### config.mk
export PLATFORM = sky130hd
export DESIGN_NAME = x7seg_capture
export DESIGN_NICKNAME = d
export VERILOG_FILES = /design/src/rtl/x7seg_capture.sv
export SDC_FILE = /design/constraint.sdc
export NUM_CORES = 1
export LEC_CHECK = 0
export ABC_AREA = 1
export BUFFER_PORTS_ARGS = -buffer_cell sky130_fd_sc_hd__buf_2
export CAP_MARGIN = 20
export CORE_UTILIZATION = 53
export CTS_CLUSTER_SIZE = 40
export DETAILED_ROUTE_END_ITERATION = 6
export PLACE_DENSITY = 0.72
export SLEW_MARGIN = 30
export SYNTH_ARGS = -nofsm -noshare
export SYNTH_HDL_FRONTEND = slang
export SYNTH_SLANG_ARGS = --single-unit
### constraint.sdc
create_clock -name cclk -period 2.6 [get_ports cclk]
set_input_delay 0.52 -clock cclk [delete_from_list [all_inputs] [get_ports cclk]]
set_output_delay 0.52 -clock cclk [all_outputs]
set_load 0.005 [all_outputs]
### src/rtl/x7seg_capture.sv
// x7seg_capture: recovers a 16-bit value from a multiplexed, active-low
// 7-segment display bus. Each digit is accepted once its pins have held
// still for SETTLE sampled cycles. A full frame is published on x when all
// four digits have been seen.
// Optional feature: define X7SEG_CAPTURE_ERRCNT_EN to build the saturating
// error event counter on err_cnt. Left undefined, err_cnt is tied to zero.
module x7seg_capture #(
    parameter int unsigned SETTLE = 2      // legal range 1..15
) (
    input  logic        cclk,
    input  logic        clr,
    input  logic [6:0]  a_to_g,
    input  logic [3:0]  an,
    input  logic        dp,
    output logic [15:0] x,
    output logic        valid,
    output logic [3:0]  seen,
    output logic        err,
    output logic [7:0]  err_cnt
);

    typedef enum logic [1:0] {ST_WAIT, ST_SETTLE, ST_HOLD} state_t;

    localparam logic [4:0] SETTLE_N = 5'(SETTLE);

    // Sample stage and the sample from one cycle earlier.
    logic [6:0] s_seg, p_seg;
    logic [3:0] s_an,  p_an;
    logic       dp_unused;

    state_t     state, state_nx;
    logic [3:0] cnt, cnt_nx;
    logic       take;          // settle complete this cycle: try to accept
    logic       bad_an;        // multiple-anode error event

    // Outcome of evaluating the current sample from scratch.
    state_t     ev_state;
    logic [3:0] ev_cnt;
    logic       ev_take;
    logic       ev_bad;

    logic       changed;
    logic       one_low;
    logic       no_low;
    logic [1:0] idx;

    logic [3:0][3:0] shadow;
    logic       done;          // last accept completed the frame
    logic       done_nx;
    logic       legal;
    logic [3:0] nib;
    logic       wr;
    logic       evt;
    logic [3:0] seen_nx;

    // Seven-segment pattern to nibble; bit 4 flags a legal pattern.
    function automatic logic [4:0] seg_decode(input logic [6:0] seg);
        logic [4:0] r;
        case (seg)
            7'h40:   r = 5'h10;
            7'h79:   r = 5'h11;
            7'h24:   r = 5'h12;
            7'h30:   r = 5'h13;
            7'h19:   r = 5'h14;
            7'h12:   r = 5'h15;
            7'h02:   r = 5'h16;
            7'h78:   r = 5'h17;
            7'h00:   r = 5'h18;
            7'h10:   r = 5'h19;
            7'h08:   r = 5'h1A;
            7'h03:   r = 5'h1B;
            7'h46:   r = 5'h1C;
            7'h21:   r = 5'h1D;
            7'h06:   r = 5'h1E;
            7'h0E:   r = 5'h1F;
            default: r = 5'h00;
        endcase
        return r;
    endfunction

    // Register the pins once; every decision below works on these samples.
    // dp is sampled alongside the bus but has no consumer.
    always_ff @(posedge cclk or posedge clr) begin
        if (clr) begin
            s_seg     <= 7'h7F;
            s_an      <= 4'hF;
            p_seg     <= 7'h7F;
            p_an      <= 4'hF;
            dp_unused <= 1'b0;
        end else begin
            s_seg     <= a_to_g;
            s_an      <= an;
            p_seg     <= s_seg;
            p_an      <= s_an;
            dp_unused <= dp;
        end
    end

    assign changed = {s_seg, s_an} != {p_seg, p_an};

    // Classify the anode sample: none, exactly one, or several low bits.
    always_comb begin
        one_low = 1'b1;
        no_low  = 1'b0;
        idx     = 2'd0;
        case (s_an)
            4'hE:    idx = 2'd0;
            4'hD:    idx = 2'd1;
            4'hB:    idx = 2'd2;
            4'h7:    idx = 2'd3;
            4'hF: begin
                one_low = 1'b0;
                no_low  = 1'b1;
            end
            default: one_low = 1'b0;
        endcase
    end

    // Fresh evaluation of the sample, as seen from WAIT. A multi-anode
    // sample only raises an event when it is new, so a held fault counts once.
    always_comb begin
        ev_state = ST_WAIT;
        ev_cnt   = 4'd0;
        ev_take  = 1'b0;
        ev_bad   = 1'b0;
        if (one_low) begin
            ev_cnt = 4'd1;
            if (SETTLE_N <= 5'd1) begin
                ev_take  = 1'b1;
                ev_state = ST_HOLD;
            end else begin
                ev_state = ST_SETTLE;
            end
        end else if (!no_low) begin
            ev_bad = changed;
        end
    end

    // State register.
    always_ff @(posedge cclk or posedge clr) begin
        if (clr) begin
            state <= ST_WAIT;
            cnt   <= 4'd0;
        end else begin
            state <= state_nx;
            cnt   <= cnt_nx;
        end
    end

    // Next-state logic.
    always_comb begin
        state_nx = state;
        cnt_nx   = cnt;
        take     = 1'b0;
        bad_an   = 1'b0;
        case (state)
            ST_WAIT: begin
                state_nx = ev_state;
                cnt_nx   = ev_cnt;
                take     = ev_take;
                bad_an   = ev_bad;
            end
            ST_SETTLE: begin
                if (!changed) begin
                    cnt_nx = cnt + 4'd1;
                    if (({1'b0, cnt} + 5'd1) >= SETTLE_N) begin
                        take     = 1'b1;
                        state_nx = ST_HOLD;
                    end
                end else begin
                    state_nx = ev_state;
                    cnt_nx   = ev_cnt;
                    take     = ev_take;
                    bad_an   = ev_bad;
                end
            end
            ST_HOLD: begin
                if (changed) begin
                    state_nx = ev_state;
                    cnt_nx   = ev_cnt;
                    take     = ev_take;
                    bad_an   = ev_bad;
                end
            end
            default: begin
                state_nx = ST_WAIT;
                cnt_nx   = 4'd0;
            end
        endcase
    end

    // Output logic: decode on accept, frame bookkeeping, error events.
    // A frame completed last cycle clears seen before this cycle's accept
    // is merged in, so a back-to-back accept starts the next frame.
    always_comb begin
        {legal, nib} = seg_decode(s_seg);
        wr       = take & legal;
        evt      = bad_an | (take & ~legal);
        seen_nx  = done ? 4'h0 : seen;
        if (wr)
            seen_nx = seen_nx | (4'b0001 << idx);
        done_nx  = wr & (seen_nx == 4'hF);
    end

    // Shadow digits, frame publication and sticky error flag.
    always_ff @(posedge cclk or posedge clr) begin
        if (clr) begin
            shadow <= '0;
            seen   <= 4'h0;
            done   <= 1'b0;
            x      <= 16'h0000;
            valid  <= 1'b0;
            err    <= 1'b0;
        end else begin
            if (wr)
                shadow[idx] <= nib;
            seen  <= seen_nx;
            done  <= done_nx;
            valid <= done;
            if (done)
                x <= shadow;
            if (evt)
                err <= 1'b1;
        end
    end

`ifdef X7SEG_CAPTURE_ERRCNT_EN
    // Saturating count of error events.
    always_ff @(posedge cclk or posedge clr) begin
        if (clr)
            err_cnt <= 8'h00;
        else if (evt && err_cnt != 8'hFF)
            err_cnt <= err_cnt + 8'h01;
    end
`else
    assign err_cnt = 8'h00;
`endif

endmodule

==> impl_metrics.env, run 1 <==
export IMPL_place_area_um2=3308
export IMPL_grt_pass1_wl_um=9666
export IMPL_cp_cell_sequence="xnor2_1, nand2_1, nor2_1, nand4_1, nor2_4, and2_4, nand2_4, nand2_1, o21ai_1"
export IMPL_synth_edff_count=0
export IMPL_place_ws_ns=0.6212
export IMPL_netlist_area_um2=3065
export IMPL_drtIter0Drc=155
export IMPL_min_period_ns=1.956
export IMPL_worst_clock_skew_ns=0.009788
export IMPL_row_count=27
export IMPL_diodes=0
export IMPL_wl_per_cell_um=11.61
export IMPL_port_buffer_count=34
export IMPL_clock_path_buffers=2
export IMPL_crit_path_start_kind="flip-flop"
export IMPL_final_antenna_net_count=0
export IMPL_status="finished, final reports clean"
export IMPL_critPathMaxFanout=9
export IMPL_slew_viol_final=0
export IMPL_post_route_period_util_pct=75.24
export IMPL_critical_path_required_ns=2.80
export IMPL_syn_inst=354
export IMPL_clock_latency_ns=0.34
export IMPL_place_inst=458
export IMPL_cts_sink_count=67
export IMPL_relSlewSlack_pct=59.50
export IMPL_busiest_layer="met2"
export IMPL_drc=0
export IMPL_grt_max_degree=68
export IMPL_leakage_nw=1.867
export IMPL_grt_ovfl_total=0
export IMPL_endpoint_kind="flip-flop"
export IMPL_root_buffer="clkbuf_8"
export IMPL_drtPass1Iterations=4
export IMPL_clk_pin_slew_ns=0.08
export IMPL_async_flop_share_pct=100.0
export IMPL_detail_route_vias_per_cell=4.871
export IMPL_synthTopCellsByCount="132 x nand2_1, 45 x dfrtp_1, 27 x inv_1, 25 x nor2_1, 22 x dfstp_2"
export IMPL_rrSetupSlack_ns=0.64
export IMPL_synth_top_area_share_pct=36.73
export IMPL_yosys_warnings=0
export IMPL_rsz0062_at_grt="no"
export IMPL_die_area_um2=6092
export IMPL_cts_hold_buf=0
export IMPL_ys_types=30
export IMPL_dp_hpwl_um=3819
export IMPL_cts_resized_gates=0
export IMPL_fin_ws_ns=0.6437
export IMPL_endpoint="shadow[9]"
export IMPL_fmax_mhz=511.2
export IMPL_arrival_ns=2.16
export IMPL_cpPeakStageDelay_ns=0.60
export IMPL_grtUsageMet1_pct=25.89
export IMPL_reg2reg_depth=9
export IMPL_yosysTopAreaCell="dfrtp_1"
export IMPL_crit_top_cell="nand2_1"
export IMPL_globalplace_congestion=0.8389
export IMPL_cp_slowest_cell="dfstp_2"
export IMPL_drive_gt1_share_pct=23.63
export IMPL_io_pins=44
export IMPL_drt_total_wl_um=5505
export IMPL_initial_core_util_pct=55.33
export IMPL_r2r_start="s_seg[2]"
export IMPL_maxCapViolations=0
export IMPL_synth_ff_type="dfrtp_1"
export IMPL_antenna_found_initial=0
export IMPL_power_mw=2.082
export IMPL_synth_avg_cell_area_um2=8.659
export IMPL_fin_util_pct=63.37
export IMPL_synth_area_leaders="dfrtp_1 37%, dfstp_2 19%, nand2_1 16%"
export IMPL_instances_no_fill=474
export IMPL_finalHoldViolCount=0
export IMPL_design_area_um2=3511
export IMPL_holdCritPathClass="primary input to async pin"
export IMPL_grt_usage_pct=20.63
export IMPL_grtUsageMet2_pct=34.21
export IMPL_ir_drop_v=0.0003384
export IMPL_hold_ws_ns=0.2433
export IMPL_cts_tree="built"
export IMPL_criticalPathCategory="flip-flop to flip-flop"
export IMPL_synth_most_common_cell="nand2_1"
export IMPL_dieHeight_um=78.05
export IMPL_setup_viol=0
export IMPL_cts_max_level=3
export IMPL_ys_seq_area_share_pct=55.59
export IMPL_die_w_um=78.05
export IMPL_r2r_end="shadow[9]"
export IMPL_ys_ff_latch=67
export IMPL_tightest_slew_ns=0.6028
export IMPL_p_per_area_nw_per_um2=593.1
export IMPL_critPathLaunch="s_seg[2]"
export IMPL_vias=2309
export IMPL_fillers=474
export IMPL_core_area_um2=5540
export IMPL_area_growth_pct=14.53
export IMPL_cts_buffers_inserted=9
export IMPL_met3_usage_pct=3.488
export IMPL_cts_setup_buffers=0
export IMPL_nNetsFinal=418
export IMPL_tns_ns=0
export IMPL_grt_pass1_vias=2227
-- area by class of cell --
class                   count  area, um^2  area share (%)
multi-input cells         249        1189           33.86
clock buffers              10       137.6           3.920
clock inverters             6       65.06           1.853
repair buffers             36       197.7           5.631
inverters                  34       127.6           3.635
well taps                  72       90.09           2.566
flip-flops and latches     67        1704           48.54
-- flip-flops by register name (all words and copies together), names as in the netlist --
register	count
valid	1
s_seg	7
err	1
seen	4
x	16
p_seg	7
cnt	4
done	1
p_an	4
s_an	4
shadow	16
state	2
-- worst min-delay path by stage --
stage | slack, ns | from | cells after the start | endpoint
3_3_place_gp | 0.38 | s_an[3] | 0 | p_an[3]
4_1_cts | 0.25 | clr | 3 | cnt[3]
3_5_place_dp | 0.39 | s_an[1] | 0 | p_an[1]
5_1_grt | 0.26 | clr | 3 | cnt[3]
2_1_floorplan | 0.35 | done | 0 | valid
6_report | 0.24 | clr | 3 | cnt[0]
-- worst max-delay path, delay by kind of cell, from the launching register on --
| kind | cells | cell delay [ns] |
|---|---|---|
| flip-flops | 1 | 0.60 |
| XOR/XNOR | 1 | 0.13 |
| AO/OA/AOI/OAI | 1 | 0.07 |
| AND/OR/NAND/NOR | 7 | 1.03 |
-- placed cells by master (no fill, tap or decap), types with 4 or more instances in the layout --
cell type | Yosys | final
buf_2 | 0 | 34
clkbuf_8 | 0 | 10
clkinvlp_4 | 0 | 4
conb_1 | 1 | 8
dfrtp_1 | 45 | 45
dfstp_2 | 22 | 22
ha_1 | 7 | 7
inv_1 | 27 | 26
inv_2 | 6 | 7
nand2_1 | 132 | 132
nand3_1 | 12 | 12
nand3_2 | 5 | 5
nor2_1 | 25 | 25
nor3_1 | 9 | 9
o21ai_0 | 21 | 21
o21ai_1 | 5 | 5
-- routing by layer --
| layer | vias to the layer above | part of all wire, % | wire length [um] |
|---|---|---|---|
| li1 | 1182 | - | - |
| met1 | 1065 | 48 | 2669 |
| met2 | 53 | 46 | 2551 |
| met3 | 9 | 3.6 | 197 |
| met4 | 0 | 1.6 | 87 |
| met5 | - | 0 | 0 |
-- cells by family (layout without fill, tap and decap cells) --
logic type      Yosys count  count (layout)  synth area share (%)
flops                    67              67                 55.59
fa+ha+maj                 7               7                 2.857
other cells               1               8                0.1223
compound gates           32              32                 5.592
simple gates            196             196                 27.63
xor+xnor                  6               6                 1.715
buf+inv                  45              86                 6.490
-- where the power goes --
part / switching, mW / internal, mW
registers: 0.0225 / 1.08
clock network: 0.401 / 0.467
logic: 0.0759 / 0.0394
total: 0.500 / 1.58
(Power assumes the default switching activity.)
==> run 2, diff against run 1 <==
==> constraint.sdc (replaced) <==
create_clock -name cclk -period 1.96 [get_ports cclk]
set_input_delay 0.392 -clock cclk [delete_from_list [all_inputs] [get_ports cclk]]
set_output_delay 0.392 -clock cclk [all_outputs]
set_load 0.005 [all_outputs]
==> run 2 against run 1 <==
Net effect: setup slack got worse by 0.61 ns; register-to-register slack worse by 0.61 ns; critical endpoint is now done; largest cell class unchanged; non-clock buffer count is 12 higher; clock skew is 0.0022 ns lower; sequential power up 33%; power rose by 32%; design area up 4.4%; sequential cell count unchanged.
==> impl_metrics.env, run 2 (synthesized netlist as in run 1, its figures left out) <==
export IMPL_status="finished, final reports clean"
export IMPL_nNetsFinal=430
export IMPL_wl_met1_um=2602
export IMPL_initial_core_util_pct=55.33
export IMPL_clock_latency_ns=0.34
export IMPL_cp_top_family="simple AND/OR/NAND/NOR gates"
export IMPL_critPathLaunch="s_seg[3]"
export IMPL_r2r_start="s_seg[3]"
export IMPL_tightest_slew_ns=0.5187
export IMPL_reg_largest_list="shadow x16, x x16"
export IMPL_wl_met3_um=159
export IMPL_slew_viol_final=0
export IMPL_cp_depth=9
export IMPL_r2r_end="done"
export IMPL_holdCritPathClass="primary input to async pin"
export IMPL_p_sw_mw=0.6313
export IMPL_grt_pass1_wl_um=9494
export IMPL_final_cell_mix="127 x nand2_1, 45 x dfrtp_1, 34 x buf_2, 26 x inv_1, 22 x dfstp_2"
export IMPL_instances_no_fill=486
export IMPL_cpPeakStageDelay_ns=0.59
export IMPL_relSlewSlack_pct=65.35
export IMPL_crit_top_cell="nor2_2"
export IMPL_min_period_ns=1.922
export IMPL_cts_max_level=3
export IMPL_grt_max_degree=44
export IMPL_drtIter0Drc=140
export IMPL_critical_path_required_ns=2.23
export IMPL_crit_buf_inv=0
export IMPL_critPathMaxFanout=8
export IMPL_power_share_switching_pct=22.99
export IMPL_p_int_mw=2.114
export IMPL_power_mw=2.745
export IMPL_combPwrFrac_pct=6.7
export IMPL_drtPass1Iterations=4
export IMPL_globalplace_congestion=0.8754
export IMPL_arrival_ns=2.19
export IMPL_area_growth_pct=19.55
export IMPL_dieHeight_um=78.05
export IMPL_criticalPathCategory="flip-flop to flip-flop"
export IMPL_endpoint="done"
export IMPL_root_buffer="clkbuf_8"
export IMPL_cts_hold_buf=0
export IMPL_cts_tree="built"
export IMPL_drive_gt1_share_pct=28.26
export IMPL_maxUsedRoutingLayer="met4"
export IMPL_cp_cell_sequence="xnor2_2, nand2_1, nor2_2, nand4_1, nor2_4, nand3_4, nand2_2, nand3_2, nor2_2"
export IMPL_place_ws_ns=0.05505
export IMPL_final_antenna_net_count=0
export IMPL_core_area_um2=5540
export IMPL_vias=2351
export IMPL_place_inst=465
export IMPL_grt_ovfl_total=0
export IMPL_final_common_cell="nand2_1"
export IMPL_reg2reg_depth=9
export IMPL_fillers=462
export IMPL_clk_pin_slew_ns=0.07
export IMPL_leakage_nw=1.936
export IMPL_p_per_area_nw_per_um2=749.1
export IMPL_grt_pass1_vias=2260
export IMPL_rrSetupSlack_ns=0.04
export IMPL_fmax_mhz=520.3
export IMPL_dr_wl_met2_um=2613
export IMPL_port_buffer_count=34
export IMPL_fin_util_pct=66.15
export IMPL_die_area_um2=6092
export IMPL_rsz0062_at_grt="yes"
export IMPL_die_w_um=78.05
export IMPL_ir_drop_v=0.0007421
export IMPL_p_clk_share_pct=40.3
export IMPL_cp_slowest_cell="dfstp_2"
export IMPL_finalHoldViolCount=0
export IMPL_wl_per_cell_um=11.33
export IMPL_io_pins=44
export IMPL_cts_buffers_inserted=9
export IMPL_p_seq_share_pct=53.0
export IMPL_worst_clock_skew_ns=0.007636
export IMPL_clock_path_buffers=2
export IMPL_diodes=0
export IMPL_cts_sink_count=67
export IMPL_post_route_period_util_pct=98.05
export IMPL_row_count=27
export IMPL_detail_route_vias_per_cell=4.837
export IMPL_endpoint_kind="flip-flop"
export IMPL_antenna_found_initial=0
export IMPL_drt_total_wl_um=5505
export IMPL_grt_usage_pct=20.38
export IMPL_dp_hpwl_um=3865
export IMPL_fin_ws_ns=0.03818
export IMPL_setup_viol=0
export IMPL_drc=0
export IMPL_crit_path_start_kind="flip-flop"
export IMPL_maxCapViolations=0
-- run 2: changes by cell type in the layout (fill, tap and decap cells not counted), sizes merged --
cell / before / now
clkbuf: 10 / 11
clkinv: 2 / 4
inv: 33 / 32
buf: 36 / 48
clkinvlp: 4 / 2
-- run 2: power by group through the flow --
stage | sequential (mW) | combinational [mW] | clock (mW)
final | 1.46 | 0.184 | 1.11
after global routing | 1.46 | 0.211 | 1.20
after CTS | 1.46 | 0.169 | 1.15
after detailed placement | 1.48 | 0.168 | 0
after global placement | 1.48 | 0.165 | 0
after floorplan | 1.48 | 0.124 | 0
-- run 2: how the worst min path moves through the flow --
stage,start,to,cells past startpoint
after detailed placement,s_an[3],p_an[3],0
after CTS,clr,state[1],2
after global routing,clr,state[1],2
after floorplan,done,valid,0
final,clr,state[1],2
after global placement,s_an[3],p_an[3],0
-- run 2: metal layers --
layer / global-route usage (%) / vias up
li1: - / 1205
met1: 25.58 / 1093
met2: 32.28 / 42
met3: 4.186 / 11
met4: 12.78 / 0
met5: 0 / -
-- run 2: stage by stage --
step,setup TNS [ns],area (um^2),hold WS (ns)
6_report,0,3665,0.09865
2_1_floorplan,0,3095,0.3519
3_5_place_dp,0,3364,0.3841
4_1_cts,0,3558,0.09704
5_1_grt,-0.7918,3665,0.1317
3_3_place_gp,0,3364,0.3821
-- run 2: layout make-up --
type	count	area (um^2)	share of cell area, %
clock buffers	11	141.4	3.858
clock inverters	5	52.55	1.434
inverters	34	131.4	3.585
multi-input cells	249	1254	34.21
flip-flops and latches	67	1704	46.50
well taps	72	90.09	2.458
repair buffers	48	291.5	7.955
-- run 2: worst reg2reg max path, stage by stage (launching register included) --
cell	delay (ns)
dfstp_2	0.59
xnor2_2	0.12
nand2_1	0.09
nor2_2	0.13
nand4_1	0.18
nor2_4	0.27
nand3_4	0.17
nand2_2	0.13
nand3_2	0.07
nor2_2	0.11
-- run 2: timing repair --
action	CTS	global route
endpoints found under the hold margin	0	0
buffers inserted	0	5
gates resized for setup	0	18
endpoints found under the setup margin	0	21
